## src/rtl/draw_frame_scheduler_pkg.sv

```systemverilog
// Shared constants, state encoding and helpers for the frame scheduler slice.
// Latency: n/a (declarations only).
// Backpressure: n/a.
package draw_frame_scheduler_pkg;

    localparam int DEFAULT_SCREEN_W = 160;
    localparam int DEFAULT_SCREEN_H = 120;
    localparam int KEYBOARD_TOP_ROW = 92;

    localparam int COORD_W  = 8;
    localparam int ADDR_W   = 15;
    localparam int COLOUR_W = 24;

    typedef logic [COLOUR_W-1:0] colour_t;

    localparam colour_t COLOUR_BLACK = 24'h000000;

    typedef enum logic [1:0] {
        SCHED_IDLE  = 2'd0,
        SCHED_NOTES = 2'd1,
        SCHED_KEYS  = 2'd2,
        SCHED_DONE  = 2'd3
    } sched_state_t;

    // Saturating 8-bit increment for event counters that must never wrap.
    function automatic logic [7:0] sat_inc8(input logic [7:0] v);
        return (v == 8'hFF) ? v : v + 8'd1;
    endfunction

endpackage

```

## src/rtl/draw_frame_scheduler_if.sv

```systemverilog
// Bundle of frame request, renderer colour and VGA plot stream signals.
// Latency: n/a (wiring only).
// Backpressure: stall from the VGA adapter is carried alongside the plot stream.
interface draw_frame_scheduler_if;
    import draw_frame_scheduler_pkg::*;

    logic                 frameTick;
    logic                 notesEnable;
    logic                 stall;
    colour_t              noteColour;
    colour_t              keyColour;
    logic [COORD_W-1:0]   scanX;
    logic [COORD_W-1:0]   scanY;
    logic [ADDR_W-1:0]    noteAddress;
    logic [COORD_W-1:0]   vgaX;
    logic [COORD_W-1:0]   vgaY;
    colour_t              vgaColour;
    logic                 vgaPlot;
    logic                 busy;
    logic                 frameDone;
    logic [7:0]           overrunCount;

    // Scheduler side: owns scan position and the plot stream.
    modport master (
        input  frameTick, notesEnable, stall, noteColour, keyColour,
        output scanX, scanY, noteAddress, vgaX, vgaY, vgaColour, vgaPlot,
        busy, frameDone, overrunCount
    );

    // Environment side: frame requests, renderers and the VGA adapter.
    modport slave (
        output frameTick, notesEnable, stall, noteColour, keyColour,
        input  scanX, scanY, noteAddress, vgaX, vgaY, vgaColour, vgaPlot,
        busy, frameDone, overrunCount
    );

endinterface

```

## src/rtl/draw_frame_scheduler_scan.sv

```systemverilog
// Pixel scan counter: raster x/y position plus linear address into the note buffer.
// Latency: position updates one cycle after advance; wrap flags are combinational.
// Backpressure: holds all counters whenever advance is low; clear wins over advance.
module draw_frame_scheduler_scan
    import draw_frame_scheduler_pkg::*;
#(
    parameter int SCREEN_W = DEFAULT_SCREEN_W,
    parameter int SCREEN_H = DEFAULT_SCREEN_H,
    parameter int KEY_TOP  = KEYBOARD_TOP_ROW
) (
    input  logic               clk,
    input  logic               resetn,
    input  logic               advance,
    input  logic               clear,
    output logic [COORD_W-1:0] scan_x,
    output logic [COORD_W-1:0] scan_y,
    output logic [ADDR_W-1:0]  scan_addr,
    output logic               last_pixel,
    output logic               last_note_row
);

    logic [COORD_W-1:0] x_q, x_d;
    logic [COORD_W-1:0] y_q, y_d;
    logic [ADDR_W-1:0]  addr_q, addr_d;
    logic               last_in_row;

    // Wrap flags: end of row, end of the note region, end of the frame.
    always_comb begin
        last_in_row   = (x_q == COORD_W'(SCREEN_W - 1));
        last_pixel    = last_in_row && (y_q == COORD_W'(SCREEN_H - 1));
        last_note_row = last_in_row && (y_q == COORD_W'(KEY_TOP - 1));
    end

    // Next position: the final pixel wraps straight back to (0,0) so the
    // counters already read zero in the cycle after the frame completes.
    always_comb begin
        x_d    = x_q;
        y_d    = y_q;
        addr_d = addr_q;
        if (clear) begin
            x_d    = '0;
            y_d    = '0;
            addr_d = '0;
        end else if (advance) begin
            if (last_pixel) begin
                x_d    = '0;
                y_d    = '0;
                addr_d = '0;
            end else if (last_in_row) begin
                x_d    = '0;
                y_d    = y_q + COORD_W'(1);
                addr_d = addr_q + ADDR_W'(1);
            end else begin
                x_d    = x_q + COORD_W'(1);
                addr_d = addr_q + ADDR_W'(1);
            end
        end
    end

    // Counter registers with synchronous reset.
    always_ff @(posedge clk) begin
        if (!resetn) begin
            x_q    <= '0;
            y_q    <= '0;
            addr_q <= '0;
        end else begin
            x_q    <= x_d;
            y_q    <= y_d;
            addr_q <= addr_d;
        end
    end

    assign scan_x    = x_q;
    assign scan_y    = y_q;
    assign scan_addr = addr_q;

endmodule

```

## src/rtl/draw_frame_scheduler.sv

```systemverilog
// Frame sequencer: scans every pixel once per frame tick, muxes note/keyboard colour into one plot stream.
// Latency: tick -> first scan position next cycle; issue -> vgaPlot exactly one cycle later.
// Backpressure: stall holds the scan for that cycle only; plot outputs are fully registered.
module draw_frame_scheduler
    import draw_frame_scheduler_pkg::*;
#(
    parameter int SCREEN_W = DEFAULT_SCREEN_W,
    parameter int SCREEN_H = DEFAULT_SCREEN_H,
    parameter int KEY_TOP  = KEYBOARD_TOP_ROW
) (
    input  logic                   clk,
    input  logic                   resetn,
    draw_frame_scheduler_if.master bus
);

    sched_state_t       state_q, state_d;
    logic               pending_q, pending_d;
    logic [7:0]         overrun_q, overrun_d;
    logic [COORD_W-1:0] vga_x_q, vga_x_d;
    logic [COORD_W-1:0] vga_y_q, vga_y_d;
    colour_t            vga_colour_q, vga_colour_d;
    logic               vga_plot_q, vga_plot_d;
    logic               busy_q, busy_d;
    logic               frame_done_q, frame_done_d;

    logic               scanning;
    logic               issue;
    logic               frame_start;
    colour_t            colour_sel;
    logic [COORD_W-1:0] scan_x;
    logic [COORD_W-1:0] scan_y;
    logic [ADDR_W-1:0]  scan_addr;
    logic               last_pixel;
    logic               last_note_row;

    // A pixel leaves the scanner whenever a frame is in progress and the adapter can take it.
    always_comb begin
        scanning = (state_q == SCHED_NOTES) || (state_q == SCHED_KEYS);
        issue    = scanning && !bus.stall;
    end

    draw_frame_scheduler_scan #(
        .SCREEN_W (SCREEN_W),
        .SCREEN_H (SCREEN_H),
        .KEY_TOP  (KEY_TOP)
    ) u_scan (
        .clk           (clk),
        .resetn        (resetn),
        .advance       (issue),
        .clear         (!scanning),
        .scan_x        (scan_x),
        .scan_y        (scan_y),
        .scan_addr     (scan_addr),
        .last_pixel    (last_pixel),
        .last_note_row (last_note_row)
    );

    // Colour select: note region goes black when notes are disabled (record mode).
    always_comb begin
        colour_sel = bus.keyColour;
        if (state_q == SCHED_NOTES) begin
            colour_sel = bus.notesEnable ? bus.noteColour : COLOUR_BLACK;
        end
    end

    // Next state, request buffering, overrun accounting and output-stage values.
    always_comb begin
        state_d     = state_q;
        frame_start = 1'b0;
        case (state_q)
            SCHED_IDLE: begin
                if (bus.frameTick || pending_q) begin
                    state_d     = SCHED_NOTES;
                    frame_start = 1'b1;
                end
            end
            SCHED_NOTES: begin
                if (issue && last_note_row) begin
                    state_d = SCHED_KEYS;
                end
            end
            SCHED_KEYS: begin
                if (issue && last_pixel) begin
                    state_d = SCHED_DONE;
                end
            end
            SCHED_DONE: begin
                // A waiting or coincident request restarts without an idle bubble.
                if (pending_q || bus.frameTick) begin
                    state_d     = SCHED_NOTES;
                    frame_start = 1'b1;
                end else begin
                    state_d = SCHED_IDLE;
                end
            end
            default: state_d = SCHED_IDLE;
        endcase

        // One request can wait; any further request while one waits is dropped and counted.
        overrun_d = overrun_q;
        if (bus.frameTick && pending_q && (state_q != SCHED_IDLE)) begin
            overrun_d = sat_inc8(overrun_q);
        end

        pending_d = pending_q;
        if (frame_start) begin
            pending_d = 1'b0;
        end else if (bus.frameTick && (state_q != SCHED_IDLE)) begin
            pending_d = 1'b1;
        end

        vga_plot_d   = issue;
        vga_x_d      = issue ? scan_x     : vga_x_q;
        vga_y_d      = issue ? scan_y     : vga_y_q;
        vga_colour_d = issue ? colour_sel : vga_colour_q;

        busy_d       = (state_d != SCHED_IDLE);
        frame_done_d = (state_d == SCHED_DONE);
    end

    // FSM and registered outputs; reset mid-frame drops the frame silently.
    always_ff @(posedge clk) begin
        if (!resetn) begin
            state_q      <= SCHED_IDLE;
            pending_q    <= 1'b0;
            overrun_q    <= '0;
            vga_x_q      <= '0;
            vga_y_q      <= '0;
            vga_colour_q <= '0;
            vga_plot_q   <= 1'b0;
            busy_q       <= 1'b0;
            frame_done_q <= 1'b0;
        end else begin
            state_q      <= state_d;
            pending_q    <= pending_d;
            overrun_q    <= overrun_d;
            vga_x_q      <= vga_x_d;
            vga_y_q      <= vga_y_d;
            vga_colour_q <= vga_colour_d;
            vga_plot_q   <= vga_plot_d;
            busy_q       <= busy_d;
            frame_done_q <= frame_done_d;
        end
    end

    assign bus.scanX        = scan_x;
    assign bus.scanY        = scan_y;
    assign bus.noteAddress  = scan_addr;
    assign bus.vgaX         = vga_x_q;
    assign bus.vgaY         = vga_y_q;
    assign bus.vgaColour    = vga_colour_q;
    assign bus.vgaPlot      = vga_plot_q;
    assign bus.busy         = busy_q;
    assign bus.frameDone    = frame_done_q;
    assign bus.overrunCount = overrun_q;

endmodule

```

## src/flat_wrapper.sv

```systemverilog
// flat-port wrapper written by rule: the top's interface ports become plain ports
module draw_frame_scheduler_flat import draw_frame_scheduler_pkg::*;
#(
    parameter int SCREEN_W = DEFAULT_SCREEN_W,
    parameter int SCREEN_H = DEFAULT_SCREEN_H,
    parameter int KEY_TOP  = KEYBOARD_TOP_ROW
)
  (clk, resetn, bus_frameTick, bus_notesEnable, bus_stall, bus_noteColour, bus_keyColour, bus_scanX, bus_scanY, bus_noteAddress, bus_vgaX, bus_vgaY, bus_vgaColour, bus_vgaPlot, bus_busy, bus_frameDone, bus_overrunCount);
  draw_frame_scheduler_if bus_i ();
  input  logic clk;
  input  logic resetn;
  input wire logic [$bits(bus_i.frameTick)-1:0] bus_frameTick;
  input wire logic [$bits(bus_i.notesEnable)-1:0] bus_notesEnable;
  input wire logic [$bits(bus_i.stall)-1:0] bus_stall;
  input wire logic [$bits(bus_i.noteColour)-1:0] bus_noteColour;
  input wire logic [$bits(bus_i.keyColour)-1:0] bus_keyColour;
  output wire logic [$bits(bus_i.scanX)-1:0] bus_scanX;
  output wire logic [$bits(bus_i.scanY)-1:0] bus_scanY;
  output wire logic [$bits(bus_i.noteAddress)-1:0] bus_noteAddress;
  output wire logic [$bits(bus_i.vgaX)-1:0] bus_vgaX;
  output wire logic [$bits(bus_i.vgaY)-1:0] bus_vgaY;
  output wire logic [$bits(bus_i.vgaColour)-1:0] bus_vgaColour;
  output wire logic [$bits(bus_i.vgaPlot)-1:0] bus_vgaPlot;
  output wire logic [$bits(bus_i.busy)-1:0] bus_busy;
  output wire logic [$bits(bus_i.frameDone)-1:0] bus_frameDone;
  output wire logic [$bits(bus_i.overrunCount)-1:0] bus_overrunCount;
  assign bus_i.frameTick = bus_frameTick;
  assign bus_i.notesEnable = bus_notesEnable;
  assign bus_i.stall = bus_stall;
  assign bus_i.noteColour = bus_noteColour;
  assign bus_i.keyColour = bus_keyColour;
  assign bus_scanX = bus_i.scanX;
  assign bus_scanY = bus_i.scanY;
  assign bus_noteAddress = bus_i.noteAddress;
  assign bus_vgaX = bus_i.vgaX;
  assign bus_vgaY = bus_i.vgaY;
  assign bus_vgaColour = bus_i.vgaColour;
  assign bus_vgaPlot = bus_i.vgaPlot;
  assign bus_busy = bus_i.busy;
  assign bus_frameDone = bus_i.frameDone;
  assign bus_overrunCount = bus_i.overrunCount;
  draw_frame_scheduler #(.SCREEN_W(SCREEN_W), .SCREEN_H(SCREEN_H), .KEY_TOP(KEY_TOP)) u_core (.clk(clk), .resetn(resetn), .bus(bus_i));
endmodule
```

## config.mk

```make
export PLATFORM = sky130hd
export DESIGN_NAME = draw_frame_scheduler_flat
export DESIGN_NICKNAME = d
export VERILOG_FILES = /design/src/rtl/draw_frame_scheduler_pkg.sv /design/src/rtl/draw_frame_scheduler_if.sv /design/src/rtl/draw_frame_scheduler_scan.sv /design/src/rtl/draw_frame_scheduler.sv /design/src/flat_wrapper.sv
export SDC_FILE = /design/constraint.sdc
export NUM_CORES = 1
export LEC_CHECK = 0
export BUFFER_PORTS_ARGS = -buffer_cell sky130_fd_sc_hd__buf_2
export CAP_MARGIN = 5
export CORE_MARGIN = 2
export CORE_UTILIZATION = 29
export DETAILED_ROUTE_END_ITERATION = 6
export PLACE_DENSITY = 0.52
export SYNTH_ARGS = -nofsm -noshare
export SYNTH_HDL_FRONTEND = slang
export SYNTH_SLANG_ARGS = --single-unit
```

## constraint.sdc

```tcl
create_clock -name clk -period 2.61 [get_ports clk]
set_input_delay 0.522 -clock clk [delete_from_list [all_inputs] [get_ports clk]]
set_output_delay 0.522 -clock clk [all_outputs]
set_load 0.01 [all_outputs]
```

==> key figures, run 1 <==
Die
  • Site row count: 41
  • Io pins: 135
  • Die area: 13800 µm²
  • Die W: 117 µm
  • DIE HEIGHT: 117 µm
  • Core Area: 12600 µm²
  • Starting Density: 29.7%

Timing
  • RSZ-0062 raised after global routing: no
  • Final hold violations: 0
  • Final Slew Violations: 0
  • F_max: 0.458 GHz
  • Setup Skew: 0.00580 ns
  • Tightest Pin Transition: 0.713 ns
  • Setup violators final: 0
  • Final setup TNS: 0 ns
  • Hold Slack: 0.464 ns
  • Slew Limit Headroom: 52.4%
  • Period utilization: 83.7%
  • Minimum clock period after layout: 2.18 ns

Layout
  • Share of post-route cells with drive strength above 1: 29.8%
  • Nets: 610
  • Fill cells: 1311
  • Synth-to-layout area growth: 30.0%
  • Fin cells: 726
  • Design Area, Final: 4850 µm²
  • Final design utilization: 38.6%

Synth
  • Fraction of registers with async set/reset: 0%
  • Share of the synthesized area in the top cell type: 45.6%
  • Synth Warn #: 0
  • Seq cells post-synth: 85
  • Syn avg cell area: 8.92 µm²
  • Number of flops mapped to enable cells by yosys: 0
  • Distinct cells, synth: 41
  • Combinational family with the most area after synthesis: simple AND/OR/NAND/NOR gates
  • Multiplexer share of the synthesized area: 0.537%
  • Post-synthesis sequential area ratio: 45.6%
  • Area contributors post-synth: dfxtp_1, nor2_1, a221oi_1
  • Adder-cell area share of the yosys netlist: 2.68%
  • Synth Area in Simple Gates: 27.9%
  • Most common cell in the synthesized netlist: dfxtp_1
  • Post-Syn Area: 3730 µm²
  • Synth Instances: 418
  • Post-Synth XOR/XNOR Area: 6.81%
  • Area leader, netlist: dfxtp_1
  • Post-synthesis compound-gate area fraction: 12.8%
  • Post-synth top cells: dfxtp_1, nor2_1, nand2_1
  • Top_reg_cell synth: dfxtp_1
  • Synth Net Count: 479

Clock network
  • Clk buf depth: 2
  • Clk_lat worst skew: 0.34 ns
  • Reg clk slew, reported paths: 0.06 ns
  • Post-CTS sizing: 0
  • CTS Buf Count: 9
  • TritonCTS clock tree: built
  • Hold buffers post-CTS: 0
  • H-tree depth: 3
  • Clk sinks: 85
  • Post-CTS setup buffer count: 0
  • Root Driver: clkbuf_16

Detailed routing
  • Vias: 3348
  • DR vias/cell: 4.61
  • Post-detailed-route count of antenna-violating nets: 0
  • DRT Pass-1 Iters: 4
  • Residual DRC count: 0
  • Routed len/inst: 13.5 µm
  • WL final: 9800 µm
  • Drt first-iter violations: 116

Place
  • Final RePlAce weighted congestion: 0.817
  • Placed cell count: 710
  • Final HPWL DP: 7200 µm
  • PortBufs: 134
  • Post-Place Cell Area: 4590 µm²

Critical path
  • Worst path required time: 2.84 ns
  • Family with the most delay on the worst path: simple AND/OR/NAND/NOR gates
  • Crit path kind: reg2reg
  • Arrival time worst endpoint: 2.42 ns
  • Startpoint Class: flop
  • Buffers & Inverters on Critical Path: 1
  • Largest stage delay on the critical path: 0.42 ns
  • CP endpoint kind: flop
  • Crit path cell chain: inv_1 > ha_1 > nand2b_4 > nor3_4 > and2_4 > o221ai_2 > a21o_1
  • Critical-path top delay cell: nor3_4
  • Crit-path max FO: 22

GRT
  • First-pass GRT wire length: 15900 µm
  • Total gr overflow: 0
  • Largest net degree at the start of global routing: 30
  • GRT Resource Usage Total: 14.3%
  • Vias in the first global route: 3214
  • Initial antenna violation count: 0

Power
  • Peak supply drop: 302 µV
  • P per Cell Area: 573 nW/µm²
  • Leakage power total: 2.07 nW

Flow run
  • Max-cap viol count: 0

Outcome
  • Outcome: complete, no violations

Min path
  • Worst min path class: reg2reg
-- stage by stage --
step	setup WS (ns)	total power [W]
after floorplan	0.842	0.00155
after global placement	0.512	0.00166
after detailed placement	0.454	0.00166
after CTS	0.418	0.00283
after global routing	0.254	0.00291
final	0.426	0.00278
-- sequential cells by signal, summed over array words and instances, names as in the netlist --
name / count
u_core.bus.vgaColour: 24
u_core.state_q: 2
u_core.bus.vgaX: 8
u_core.u_scan.scan_x: 8
u_core.bus.vgaY: 8
u_core.bus.overrunCount: 8
u_core.bus.vgaPlot: 1
u_core.bus.frameDone: 1
u_core.bus.busy: 1
u_core.pending_q: 1
u_core.u_scan.scan_y: 8
u_core.u_scan.scan_addr: 15
-- cells in the final DEF, fill, tap and decap left out, types with 9 or more instances in the layout --
cell and n:
nand2_1 52, buf_4 10, nand3_1 15, xor2_1 20, xnor2_1 9, clkbuf_16 9, a21boi_0 18, nor2_1 65
nor3b_1 24, a221oi_1 24, buf_2 134, and2_1 9, dfxtp_1 85
-- routing by layer --
metal	share of wire, %	global-route usage [%]
met1	46	17.8
met2	46	22.5
met3	6.6	4.72
met4	1.9	6.63
met5	0	0
-- cells by family (layout without fill, tap and decap cells) --
kind of cell | after synthesis | count (layout)
and+or+nand+nor | 204 | 204
DFF | 85 | 85
AOI/OAI and AO/OA | 60 | 60
buffers and inverters | 30 | 165
xor gates and xnor gates | 29 | 29
adders and majority gates | 8 | 8
muxes | 2 | 2
other | 0 | 1
-- final timing paths --
check        slack, ns                               to  depth (start not counted)                            start
min               0.46  u_core.bus.vgaX[7]$_SDFFE_PN0P_                          2  u_core.bus.vgaX[7]$_SDFFE_PN0P_
max               0.43       u_core.bus.busy$_SDFF_PN0_                          7     u_core.state_q[1]$_SDFF_PN0_
min reg2reg       0.46  u_core.bus.vgaX[7]$_SDFFE_PN0P_                          2  u_core.bus.vgaX[7]$_SDFFE_PN0P_
max reg2reg       0.43       u_core.bus.busy$_SDFF_PN0_                          7     u_core.state_q[1]$_SDFF_PN0_
-- power by group --
group	leakage (nW)	total, W	switching [W]	internal, W
combinational	1.25	0.000279	0.000160	0.000119
sequential	0.688	0.00135	0.0000185	0.00133
clock	0.129	0.00115	0.000488	0.000663
total	2.07	0.00278	0.000666	0.00211
-- tightest hold or removal path, cell delays in order, from the launching register on --
cell and delay [ns]:
dfxtp_1 0.31, nand2_1 0.05, a21boi_0 0.06
-- cell type report --
type	count	area [µm²]	area share [%]
multi-input cells	303	1900	39.2
diodes	1	2.50	0.0516
well taps	172	215	4.44
clock buffers	13	250	5.16
flip-flops and latches	85	1700	35.1
clock inverters	2	10.0	0.206
inverters	6	22.5	0.465
repair buffers	144	746	15.4
Note: power is estimated with default switching activity, not from simulation.
==> run 2, diff against run 1 <==
==> constraint.sdc (replaced) <==
create_clock -name clk -period 2.2 [get_ports clk]
set_input_delay 0.44 -clock clk [delete_from_list [all_inputs] [get_ports clk]]
set_output_delay 0.44 -clock clk [all_outputs]
set_load 0.01 [all_outputs]
==> key figures, run 2 (synthesis results as in run 1) <==
Outcome
  • Outcome: complete, no violations

Critical path
  • Crit path cell chain: inv_1 > ha_1 > nand2b_4 > nor3_4 > buf_4 > nand4_1 > xnor2_1 > nor2_1
  • Startpoint Class: flop
  • Worst path required time: 2.43 ns
  • Critical-path top delay cell: dfxtp_1
  • CP endpoint kind: flop
  • Crit path kind: reg2reg
  • Largest stage delay on the critical path: 0.41 ns
  • Arrival time worst endpoint: 2.19 ns
  • Crit-path max FO: 22

GRT
  • Grt met3 use: 4.96%
  • GRT Resource Usage Total: 14.6%
  • First-pass GRT wire length: 16500 µm
  • GR Util met2: 23.7%
  • Initial antenna violation count: 0
  • Layer with the highest usage: met2
  • Largest net degree at the start of global routing: 28
  • Vias in the first global route: 3287
  • Met1 Resource Use GR: 18.4%
  • Total gr overflow: 0

Clock network
  • Clk buf depth: 2
  • H-tree depth: 3
  • Clk sinks: 85
  • Clk_lat worst skew: 0.34 ns
  • TritonCTS clock tree: built
  • Post-CTS setup buffer count: 0
  • CTS Buf Count: 9
  • Reg clk slew, reported paths: 0.06 ns
  • Root Driver: clkbuf_16

Power
  • Clock Power Share: 47.6%
  • Internal power: 0.00289 W
  • P per Cell Area: 743 nW/µm²
  • Peak supply drop: 369 µV
  • Total power: 0.00370 W
  • Switching part of the total power: 21.9%
  • Power share of the combinational group: 9.0%
  • Sequential share of power: 43.4%
  • Switching power: 0.000810 W
  • Leakage power total: 2.13 nW

Die
  • Die W: 117 µm
  • Die area: 13800 µm²
  • Starting Density: 29.7%
  • Io pins: 135
  • DIE HEIGHT: 117 µm
  • Site row count: 41
  • Core Area: 12600 µm²

Layout
  • Largest register FFs: 24
  • Nets: 615
  • Synth-to-layout area growth: 33.4%
  • Most common cell after layout, fill and taps aside: buf_2
  • Share of post-route cells with drive strength above 1: 31.2%
  • Commonest non-fill, non-tap cells in the layout: buf_2, dfxtp_1, nor2_1
  • N_diodes: 0

Detailed routing
  • WL final: 9950 µm
  • Drt first-iter violations: 100
  • Vias: 3407
  • Residual DRC count: 0
  • Post-detailed-route count of antenna-violating nets: 0
  • DRT Pass-1 Iters: 4
  • Routed len/inst: 13.6 µm
  • DR vias/cell: 4.67

Timing
  • Final hold violations: 0
  • RSZ-0062 raised after global routing: no
  • Final Slew Violations: 0
  • Period utilization: 89.1%
  • Setup Skew: 0.00548 ns
  • Tightest Pin Transition: 0.847 ns
  • Slew Limit Headroom: 43.5%
  • Final setup TNS: 0 ns
  • F_max: 0.510 GHz
  • Setup violators final: 0
  • Minimum clock period after layout: 1.96 ns

Place
  • Final RePlAce weighted congestion: 0.814
  • PortBufs: 134
  • Final HPWL DP: 7330 µm

Flow run
  • Max-cap viol count: 0

Min path
  • Worst min path class: in2reg
==> run 2: cell count changes in the layout (fill, tap and decap cells not counted), sizes merged <==
cell | previous run | this run
buf | 144 | 149
bufinv | 0 | 3
clkbuf | 13 | 11
clkinv | 2 | 1
diode | 1 | 0
==> run 2: worst max-delay path, delay by kind of cell, from the launching register on <==
family,cells,cell delay [ns]
XOR/XNOR,1,0.16
adder cells (fa/ha/maj),1,0.40
buffers and inverters,2,0.27
flip-flops,1,0.41
AND/OR/NAND/NOR,4,0.60
==> run 2: final timing paths <==
check	start	endpoint	slack, ns	cells after the start
worst max-delay path	u_core.state_q[1]$_SDFF_PN0_	u_core.u_scan.scan_y[4]$_SDFFE_PN0P_	0.24	8
worst min-delay path	bus_stall	u_core.bus.vgaPlot$_SDFF_PN0_	0.41	2
worst max register to register	u_core.state_q[1]$_SDFF_PN0_	u_core.u_scan.scan_y[4]$_SDFFE_PN0P_	0.24	8
worst min register to register	u_core.bus.vgaY[3]$_SDFFE_PN0P_	u_core.bus.vgaY[3]$_SDFFE_PN0P_	0.46	2
==> run 2: metal layers <==
layer | part of all wire, % | vias up
li1 | - | 1717
met1 | 45 | 1587
met2 | 47 | 95
met3 | 7.0 | 8
met4 | 0.88 | 0
met5 | 0 | -
==> run 2: power by group through the flow <==
stage | sequential [W] | combinational (W) | clock, W
3_3_place_gp | 0.00164 | 0.000334 | 0
3_5_place_dp | 0.00164 | 0.000340 | 0
2_1_floorplan | 0.00165 | 0.000181 | 0
6_report | 0.00160 | 0.000334 | 0.00176
4_1_cts | 0.00160 | 0.000340 | 0.00181
5_1_grt | 0.00161 | 0.000375 | 0.00187
==> run 2: area by class of cell <==
type / count / area [µm²]
fillers: 1283 / 7590
multi-input cells: 303 / 1910
flip-flops and latches: 85 / 1700
repair buffers: 149 / 783
clock buffers: 11 / 253
well taps: 172 / 215
clock inverters: 4 / 95.1
inverters: 6 / 22.5
==> run 2: repair_timing <==
item / in CTS / in global routing
gates resized for setup: 0 / 1
setup endpoints to repair: 0 / 2
hold buffers: 0 / 0
==> run 2: stage by stage <==
stage                     setup slack (ns)  cells  hold slack, ns  util [%]  instance area, µm²
after global placement               0.262    715           0.451      36.8                4620
final                                0.240    730           0.411      39.6                4980
after detailed placement             0.173    715           0.455      36.8                4620
after global routing                0.0250    730           0.432      39.6                4980
after CTS                            0.160    730           0.399      39.6                4970
after floorplan                      0.432    418           0.483         -                3730
